$ cat src/rtl/mips_mc_pkg.sv
// mips_mc_pkg: encodings, state enum, control bundle and opcode decode for the multi-cycle MIPS controller
package mips_mc_pkg;
  localparam logic [5:0] OP_RTYPE = 6'b000000;
  localparam logic [5:0] OP_LW    = 6'b100011;
  localparam logic [5:0] OP_SW    = 6'b101011;
  localparam logic [5:0] OP_BEQ   = 6'b000100;
  localparam logic [5:0] OP_J     = 6'b000010;
  localparam logic [5:0] OP_JAL   = 6'b000011;
  localparam logic [5:0] OP_ADDI  = 6'b001000;
  localparam logic [5:0] OP_SLTI  = 6'b001010;
  localparam logic [5:0] OP_ANDI  = 6'b001100;
  localparam logic [5:0] FN_ADD = 6'b100000;
  localparam logic [5:0] FN_SUB = 6'b100010;
  localparam logic [5:0] FN_AND = 6'b100100;
  localparam logic [5:0] FN_OR  = 6'b100101;
  localparam logic [5:0] FN_SLT = 6'b101010;
  localparam logic [5:0] FN_JR  = 6'b001000;
  localparam logic [2:0] ALU_AND = 3'b000;
  localparam logic [2:0] ALU_OR  = 3'b001;
  localparam logic [2:0] ALU_ADD = 3'b010;
  localparam logic [2:0] ALU_SUB = 3'b110;
  localparam logic [2:0] ALU_SLT = 3'b111;
  localparam logic [1:0] ALUOP_ADD   = 2'b00;
  localparam logic [1:0] ALUOP_SUB   = 2'b01;
  localparam logic [1:0] ALUOP_FUNCT = 2'b10;
  localparam logic [1:0] ALUOP_IMM   = 2'b11;
  localparam logic [1:0] REGDST_RT = 2'b00;
  localparam logic [1:0] REGDST_RD = 2'b01;
  localparam logic [1:0] REGDST_RA = 2'b10;
  localparam logic [1:0] M2R_ALUOUT = 2'b00;
  localparam logic [1:0] M2R_MDR    = 2'b01;
  localparam logic [1:0] M2R_PC     = 2'b10;
  localparam logic [1:0] SRCB_B    = 2'b00;
  localparam logic [1:0] SRCB_FOUR = 2'b01;
  localparam logic [1:0] SRCB_IMM  = 2'b10;
  localparam logic [1:0] SRCB_BR   = 2'b11;
  localparam logic [1:0] PCSRC_ALU    = 2'b00;
  localparam logic [1:0] PCSRC_ALUOUT = 2'b01;
  localparam logic [1:0] PCSRC_JUMP   = 2'b10;
  localparam logic [1:0] PCSRC_REG    = 2'b11;

  typedef enum logic [3:0] {
    S_FETCH, S_DECODE, S_MEM_ADDR, S_MEM_READ, S_MEM_WB, S_MEM_WRITE, S_R_EXEC,
    S_R_WB, S_I_EXEC, S_I_WB, S_BRANCH, S_JUMP, S_JAL, S_JR
  } state_t;

  typedef struct packed {
    logic       pc_write;
    logic       pc_write_cond;
    logic       iord;
    logic       mem_read;
    logic       mem_write;
    logic       ir_write;
    logic       reg_write;
    logic [1:0] reg_dst;
    logic [1:0] mem_to_reg;
    logic       alu_src_a;
    logic [1:0] alu_src_b;
    logic [1:0] alu_op;
    logic       alu_en;
    logic [1:0] pc_src;
    logic       done;
    logic       illegal;
  } ctrl_t;

  // S_FETCH out of DECODE marks an unsupported opcode/funct
  function automatic state_t decode_next(input logic [5:0] op, input logic [5:0] fn);
    state_t s;
    case (op)
      OP_LW, OP_SW: s = S_MEM_ADDR;
      OP_RTYPE: s = (fn == FN_JR) ? S_JR :
                    (fn inside {FN_ADD, FN_SUB, FN_AND, FN_OR, FN_SLT}) ? S_R_EXEC : S_FETCH;
      OP_ADDI, OP_SLTI, OP_ANDI: s = S_I_EXEC;
      OP_BEQ: s = S_BRANCH;
      OP_J: s = S_JUMP;
      OP_JAL: s = S_JAL;
      default: s = S_FETCH;
    endcase
    return s;
  endfunction
endpackage

$ cat src/rtl/mips_multicycle_controller_alu_control.sv
// mips_alu_control: maps FSM ALUOp plus funct/opcode to the ALU operation code
module mips_alu_control
  import mips_mc_pkg::*;
(
  input  logic [1:0] i_alu_op,
  input  logic [5:0] i_opcode,
  input  logic [5:0] i_func,
  output logic [2:0] o_alu_operation
);
  logic [2:0] w_funct_op;
  logic [2:0] w_imm_op;
  assign w_funct_op = (i_func == FN_SUB) ? ALU_SUB :
                      (i_func == FN_AND) ? ALU_AND :
                      (i_func == FN_OR)  ? ALU_OR  :
                      (i_func == FN_SLT) ? ALU_SLT : ALU_ADD;
  assign w_imm_op = (i_opcode == OP_SLTI) ? ALU_SLT :
                    (i_opcode == OP_ANDI) ? ALU_AND : ALU_ADD;
  assign o_alu_operation = (i_alu_op == ALUOP_SUB)   ? ALU_SUB    :
                           (i_alu_op == ALUOP_FUNCT) ? w_funct_op :
                           (i_alu_op == ALUOP_IMM)   ? w_imm_op   : ALU_ADD;
endmodule

$ cat src/rtl/mips_multicycle_controller.sv
// mips_multicycle_controller: Moore FSM sequencing the shared-memory, shared-ALU MIPS datapath
module mips_multicycle_controller
  import mips_mc_pkg::*;
#(
  parameter int CNT_W = 16
) (
  input  logic             clk,
  input  logic             rst,
  input  logic [5:0]       opcode,
  input  logic [5:0]       func,
  input  logic             zero,
  output logic             pcEn,
  output logic             IorD,
  output logic             MemRead,
  output logic             MemWrite,
  output logic             IRWrite,
  output logic             RegWrite,
  output logic [1:0]       RegDst,
  output logic [1:0]       MemToReg,
  output logic             ALUSrcA,
  output logic [1:0]       ALUSrcB,
  output logic [2:0]       ALUOperation,
  output logic [1:0]       PCSrc,
  output logic             instrDone,
  output logic             illegal,
  output logic [CNT_W-1:0] instrCount
);
  state_t           r_state;
  state_t           w_next;
  ctrl_t            w_ctrl;
  ctrl_t            w_out;
  logic [2:0]       w_alu_operation;
  logic [CNT_W-1:0] r_count;

  always_ff @(posedge clk or negedge rst)
    if (!rst) begin
      r_state <= S_FETCH;
      r_count <= '0;
    end else begin
      r_state <= w_next;
      r_count <= r_count + CNT_W'(w_out.done);
    end

  always_comb begin
    w_ctrl = '0;
    w_next = S_FETCH;
    case (r_state)
      S_FETCH: begin
        w_ctrl.mem_read  = 1'b1;
        w_ctrl.ir_write  = 1'b1;
        w_ctrl.alu_src_b = SRCB_FOUR;
        w_ctrl.alu_en    = 1'b1;
        w_ctrl.pc_write  = 1'b1;
        w_next = S_DECODE;
      end
      S_DECODE: begin
        w_ctrl.alu_src_b = SRCB_BR;
        w_ctrl.alu_en    = 1'b1;
        w_next = decode_next(opcode, func);
        w_ctrl.illegal = (w_next == S_FETCH);
      end
      S_MEM_ADDR: begin
        w_ctrl.alu_src_a = 1'b1;
        w_ctrl.alu_src_b = SRCB_IMM;
        w_ctrl.alu_en    = 1'b1;
        w_next = (opcode == OP_LW) ? S_MEM_READ : S_MEM_WRITE;
      end
      S_MEM_READ: begin
        w_ctrl.mem_read = 1'b1;
        w_ctrl.iord     = 1'b1;
        w_next = S_MEM_WB;
      end
      S_MEM_WB: begin
        w_ctrl.reg_write  = 1'b1;
        w_ctrl.mem_to_reg = M2R_MDR;
        w_ctrl.done       = 1'b1;
      end
      S_MEM_WRITE: begin
        w_ctrl.mem_write = 1'b1;
        w_ctrl.iord      = 1'b1;
        w_ctrl.done      = 1'b1;
      end
      S_R_EXEC: begin
        w_ctrl.alu_src_a = 1'b1;
        w_ctrl.alu_op    = ALUOP_FUNCT;
        w_ctrl.alu_en    = 1'b1;
        w_next = S_R_WB;
      end
      S_R_WB: begin
        w_ctrl.reg_write = 1'b1;
        w_ctrl.reg_dst   = REGDST_RD;
        w_ctrl.done      = 1'b1;
      end
      S_I_EXEC: begin
        w_ctrl.alu_src_a = 1'b1;
        w_ctrl.alu_src_b = SRCB_IMM;
        w_ctrl.alu_op    = ALUOP_IMM;
        w_ctrl.alu_en    = 1'b1;
        w_next = S_I_WB;
      end
      S_I_WB: begin
        w_ctrl.reg_write = 1'b1;
        w_ctrl.done      = 1'b1;
      end
      S_BRANCH: begin
        w_ctrl.alu_src_a     = 1'b1;
        w_ctrl.alu_op        = ALUOP_SUB;
        w_ctrl.alu_en        = 1'b1;
        w_ctrl.pc_src        = PCSRC_ALUOUT;
        w_ctrl.pc_write_cond = 1'b1;
        w_ctrl.done          = 1'b1;
      end
      S_JUMP: begin
        w_ctrl.pc_src   = PCSRC_JUMP;
        w_ctrl.pc_write = 1'b1;
        w_ctrl.done     = 1'b1;
      end
      S_JAL: begin
        w_ctrl.pc_src     = PCSRC_JUMP;
        w_ctrl.pc_write   = 1'b1;
        w_ctrl.reg_write  = 1'b1;
        w_ctrl.reg_dst    = REGDST_RA;
        w_ctrl.mem_to_reg = M2R_PC;
        w_ctrl.done       = 1'b1;
      end
      S_JR: begin
        w_ctrl.pc_src   = PCSRC_REG;
        w_ctrl.pc_write = 1'b1;
        w_ctrl.done     = 1'b1;
      end
      default: w_next = S_FETCH;
    endcase
  end

  // reset forces every output low even though the state already sits at FETCH
  assign w_out = rst ? w_ctrl : '0;

  mips_alu_control u_alu_control (
    .i_alu_op        (w_out.alu_op),
    .i_opcode        (opcode),
    .i_func          (func),
    .o_alu_operation (w_alu_operation)
  );

  assign pcEn         = w_out.pc_write | (w_out.pc_write_cond & zero);
  assign IorD         = w_out.iord;
  assign MemRead      = w_out.mem_read;
  assign MemWrite     = w_out.mem_write;
  assign IRWrite      = w_out.ir_write;
  assign RegWrite     = w_out.reg_write;
  assign RegDst       = w_out.reg_dst;
  assign MemToReg     = w_out.mem_to_reg;
  assign ALUSrcA      = w_out.alu_src_a;
  assign ALUSrcB      = w_out.alu_src_b;
  assign ALUOperation = w_out.alu_en ? w_alu_operation : 3'b000;
  assign PCSrc        = w_out.pc_src;
  assign instrDone    = w_out.done;
  assign illegal      = w_out.illegal;
  assign instrCount   = r_count;
endmodule

$ cat config.mk
export PLATFORM = sky130hd
export DESIGN_NAME = mips_multicycle_controller
export DESIGN_NICKNAME = d
export VERILOG_FILES = /design/src/rtl/mips_mc_pkg.sv /design/src/rtl/mips_multicycle_controller_alu_control.sv /design/src/rtl/mips_multicycle_controller.sv
export SDC_FILE = /design/constraint.sdc
export NUM_CORES = 1
export LEC_CHECK = 0
export ABC_CLOCK_PERIOD_IN_PS = 5000
export BUFFER_PORTS_ARGS = -buffer_cell sky130_fd_sc_hd__buf_2
export CAP_MARGIN = 20
export CORE_MARGIN = 2
export CORE_UTILIZATION = 45
export DETAILED_ROUTE_END_ITERATION = 7
export GPL_ROUTABILITY_DRIVEN = 0
export PLACE_DENSITY = 0.83
export SLEW_MARGIN = 20
export SYNTH_ARGS = -nofsm -noshare
export SYNTH_HDL_FRONTEND = slang
export SYNTH_SLANG_ARGS = --single-unit
$ cat constraint.sdc
create_clock -name clk -period 5 [get_ports clk]
set_input_delay 1 -clock clk [delete_from_list [all_inputs] [get_ports clk]]
set_output_delay 1 -clock clk [all_outputs]
set_load 0.005 [all_outputs]
==> run summary <==
Worst-case clock skew: 0.00192 ns. Fill cells in the final layout number 328. The number of cells upsized or downsized after cts is 0, and the async set-reset flop share out of synthesis is 100%.

The critical path contains buffers and inverters numbering 2 combined. Multiplexer cells account for 1.42% of the synthesized area. The final setup violation count is 0, and the leakage power of the design is 0.857 nW. The start point of the critical path is opcode[0]. For met1 alone, demand over resource in global routing was 27.3%. The most repeated library cell on the critical path was sky130_fd_sc_hd__buf_2.

Clock root buffer: sky130_fd_sc_hd__clkbuf_4. The wire length per cell is 14.0 µm. The terminus of the critical flop-to-flop path was instrCount[10]$_DFF_PN0_. Across the run, the number of max-cap violations was 0.

The total of hold buffers inserted after clock tree synthesis was 0; the simple-gate share of the synthesized area was 33.6%. For the total detailed-routing wirelength, the log shows 3680 µm. Traced cell by cell, the critical path runs through buf_2 -> or4_4 -> o32ai_2 -> a41oi_2 -> and3_1 -> buf_2. The post-layout net count was 238. The number of distinct library cells after synthesis is 46, and the slew at the pin with the worst max-slew slack is 0.548 ns. After synthesis, the largest family of logic cells by area is simple AND/OR/NAND/NOR gates. The run gives 63.1% as the headroom to the max-slew limit. Kind of start point of the critical path: a primary input.

The cell area after synthesis was 0.00150 mm². The type of destination of the critical path is an output pin. Number of cells on the worst hold path: 1.

The worst register-to-register path begins at r_state[2]$_DFF_PN0_. In this run the core area contains 20 standard-cell rows. The worst hold path terminates at instrCount[15]$_DFF_PN0_. For this run, the slowest stage of the critical path takes 0.55 ns.

The logs give 20 for the number of sinks handled by clock tree synthesis and 3 for the number of buffers created by CTS. The number of enable-type register cells in the synthesized netlist is 0. For this run, design rule violations remaining after detail routing come to 0. The worst endpoint data arrival time was 2.23 ns.

The fraction of final layout cells with drive strength greater than 1 is 28.8%. Using the TritonRoute via totals, the vias-per-cell ratio works out to 5.50. The detail route stage leaves a number of antenna-violating nets equal to 0. For the yosys synthesis warning count, the log shows 0. After clock tree synthesis, the clock-pin slew on the worst setup and hold paths is 0.10 ns.

Once detailed placement completed, the half-perimeter wirelength came to 2810 µm. Counting I/O delays and the setup requirement, the final critical path takes 3.23 ns. The worst register-to-register path has a depth of 9. The number of nets in the synthesized netlist is 194. The path class of the tightest hold or removal check is register to register. The run finished with clean final reports. STA puts the critical path data required time at 4.00 ns. In this run the vertical extent of the chip is 61.6 µm. The number of buffers inserted to repair setup after CTS is 0, and the largest fanout on the critical path is 9. The area growth from synthesis to layout is 18.0%, and the number of register bits inferred by synthesis is 20. The run gives 0 as the final hold violation count.

The total power density per cell area is 249 mW/mm², and the detailed-routing iteration count for the pre-antenna-repair pass is 4. In the synthesized netlist, the number of instances is 177. The initial utilization of the core area, before any placement, comes to 48.2%. The run gives 0 ns as the final sum of negative setup slack. The xor-xnor portion of the synthesized cell area is 8.79%.

For this run, global-route usage on met3 was measured as 2.52%. Global routing consumed, over all layers together, 20.4% of the routing resources. Setup repair after global routing left no endpoint under its margin.

The clock passes through at most 2 buffers. The die is 61.6 µm wide. The via count of the first global-routing pass was 1271. The tools report the post-placement cell area as 0.00174 mm².

The clock latency at the later pin of the worst-skew pair was 0.29 ns; the final cycle utilization of the critical path was 64.5%. Met2 global-route usage: 34.7%. The sequential area share after synthesis is 33.5%. Number of DRC markers after the initial detailed-route iteration: 73. The deepest level of the CTS H-tree was 1.

In this run the most used layer during global routing was met2. The average cell area after synthesis was 8.45 µm²; the number of buffers inserted by port buffering was 50. The floorplan step defined a die boundary enclosing 0.00380 mm². The startpoint identified for the worst hold timing path is instrCount[15]$_DFF_PN0_.

The run gives 0.00176 mm² as the post-route standard cell area excluding fillers. The reg-to-reg setup timing slack was 2.37 ns; the max-slew violation count was 0. The maximum ir drop on the vdd rail was 0.0942 mV; the global-route wire length before repair was 5890 µm. The total overflow left after global routing is 0.

On the critical path, the stage with the largest delay is an instance of sky130_fd_sc_hd__or4_4. The tools report the area of the core as 0.00310 mm². The initial antenna violation count was 0; the post-synthesis adder-cell area fraction was 1.67%.

For this run, the leading register cell type out of synthesis is sky130_fd_sc_hd__dfrtp_1. TritonCTS built the clock tree. 51 I/O pins were placed.

The gate family responsible for the most delay along the worst path is simple AND/OR/NAND/NOR gates. The number of antenna diodes in the final layout is 0. Entering global routing, the biggest net connects 32 pins. Summing the areas of all compound-gate instances in the mapped netlist gives 15.6% of the synthesized area. The logs give 1447 for the number of vias after detailed routing and 310 MHz for the fmax.

The critical path is of the primary input to output pin type.
==> synthesized netlist by cell type (2+ instances only) <==
cell type / instances / area, µm²
sky130_fd_sc_hd__dfrtp_1: 20 / 500
sky130_fd_sc_hd__nand2_1: 20 / 75.1
sky130_fd_sc_hd__nor2_1: 20 / 75.1
sky130_fd_sc_hd__a21oi_1: 11 / 55.1
sky130_fd_sc_hd__xnor2_1: 10 / 87.6
sky130_fd_sc_hd__nand2b_1: 9 / 56.3
sky130_fd_sc_hd__nand3_1: 9 / 45.0
sky130_fd_sc_hd__clkbuf_1: 7 / 26.3
sky130_fd_sc_hd__xor2_1: 5 / 43.8
sky130_fd_sc_hd__inv_1: 4 / 15.0
sky130_fd_sc_hd__nand4_1: 4 / 25.0
sky130_fd_sc_hd__o22ai_1: 4 / 25.0
sky130_fd_sc_hd__and2_1: 3 / 18.8
sky130_fd_sc_hd__and3_1: 3 / 18.8
sky130_fd_sc_hd__nor2b_1: 3 / 18.8
sky130_fd_sc_hd__nor3_1: 3 / 15.0
sky130_fd_sc_hd__o21ai_0: 3 / 15.0
sky130_fd_sc_hd__buf_2: 2 / 10.0
sky130_fd_sc_hd__buf_6: 2 / 22.5
sky130_fd_sc_hd__ha_1: 2 / 25.0
sky130_fd_sc_hd__nand3b_1: 2 / 15.0
sky130_fd_sc_hd__nor3b_1: 2 / 15.0
sky130_fd_sc_hd__nor4b_1: 2 / 17.5
sky130_fd_sc_hd__o21ai_1: 2 / 10.0
sky130_fd_sc_hd__o31ai_1: 2 / 15.0
sky130_fd_sc_hd__o32ai_1: 2 / 17.5
sky130_fd_sc_hd__or4_1: 2 / 15.0
==> layout by cell type, fill, tap and decap left out, types with 2 or more instances in the layout <==
master | Yosys | final
sky130_fd_sc_hd__nand2_1 | 20 | 20
sky130_fd_sc_hd__o31ai_1 | 2 | 2
sky130_fd_sc_hd__buf_2 | 2 | 50
sky130_fd_sc_hd__ha_1 | 2 | 2
sky130_fd_sc_hd__nor2_1 | 20 | 20
sky130_fd_sc_hd__and2_1 | 3 | 3
sky130_fd_sc_hd__and3_1 | 3 | 3
sky130_fd_sc_hd__nand3_1 | 9 | 9
sky130_fd_sc_hd__dfrtp_1 | 20 | 20
sky130_fd_sc_hd__o32ai_1 | 2 | 2
sky130_fd_sc_hd__nand2b_1 | 9 | 9
sky130_fd_sc_hd__nor4b_1 | 2 | 2
sky130_fd_sc_hd__a21oi_1 | 11 | 11
sky130_fd_sc_hd__xnor2_1 | 10 | 10
sky130_fd_sc_hd__clkbuf_4 | 0 | 3
sky130_fd_sc_hd__nand3b_1 | 2 | 2
sky130_fd_sc_hd__o21ai_1 | 2 | 2
sky130_fd_sc_hd__nand4_1 | 4 | 4
sky130_fd_sc_hd__or4_1 | 2 | 2
sky130_fd_sc_hd__o22ai_1 | 4 | 4
sky130_fd_sc_hd__nor3_1 | 3 | 3
sky130_fd_sc_hd__nor3b_1 | 2 | 2
sky130_fd_sc_hd__o21ai_0 | 3 | 3
sky130_fd_sc_hd__nor2b_1 | 3 | 3
sky130_fd_sc_hd__inv_1 | 4 | 4
sky130_fd_sc_hd__xor2_1 | 5 | 5
==> final cells by class <==
cell class / instances / area (µm²) / area share (%)
tap: 44 / 55.1 / 3.12
timing repair buffer: 51 / 258 / 14.6
multi-input combinational: 141 / 913 / 51.8
inverter: 4 / 15.0 / 0.851
sequential: 20 / 500 / 28.4
clock buffer: 3 / 22.5 / 1.28
==> state kept, by name (all words and copies together), names as in the netlist <==
register    count
r_state         4
instrCount     16
==> kinds of logic after synthesis <==
logic type,after synthesis
simple gates,89
compound gates,33
flops,20
buf+inv,16
xor+xnor,15
mux,2
fa+ha+maj,2
==> worst max path at each step <==
stage,end,slack (ns),depth (start not counted)
after floorplan,illegal,2.00,5
after global placement,illegal,1.81,6
after detailed placement,illegal,1.79,6
after CTS,illegal,1.78,6
after global routing,illegal,1.72,6
final,illegal,1.77,6
==> routing by layer <==
layer | up-vias | wire [µm]
li1 | 713 | -
met1 | 665 | 1560
met2 | 65 | 1820
met3 | 4 | 248
met4 | 0 | 45
met5 | - | 0
==> per-stage QoR <==
stage	hold slack, ns	utilization (%)	std cells	total power (W)	worst slack [ns]
6_report	0.472	56.9	263	0.000439	1.77
5_1_grt	0.484	56.9	263	0.000471	1.72
4_1_cts	0.471	56.9	263	0.000442	1.78
3_5_place_dp	0.457	56.1	260	0.000370	1.79
3_3_place_gp	0.456	56.1	260	0.000367	1.81
2_1_floorplan	0.465	-	177	0.000308	2.00
==> power by group <==
| part | leakage (nW) | switching, W | internal [W] |
|---|---|---|---|
| clock network | 0.0138 | 0.0000435 | 0.0000280 |
| logic | 0.571 | 0.0000801 | 0.0000670 |
| registers | 0.273 | 0.0000425 | 0.000178 |
(Power assumes the default switching activity.)
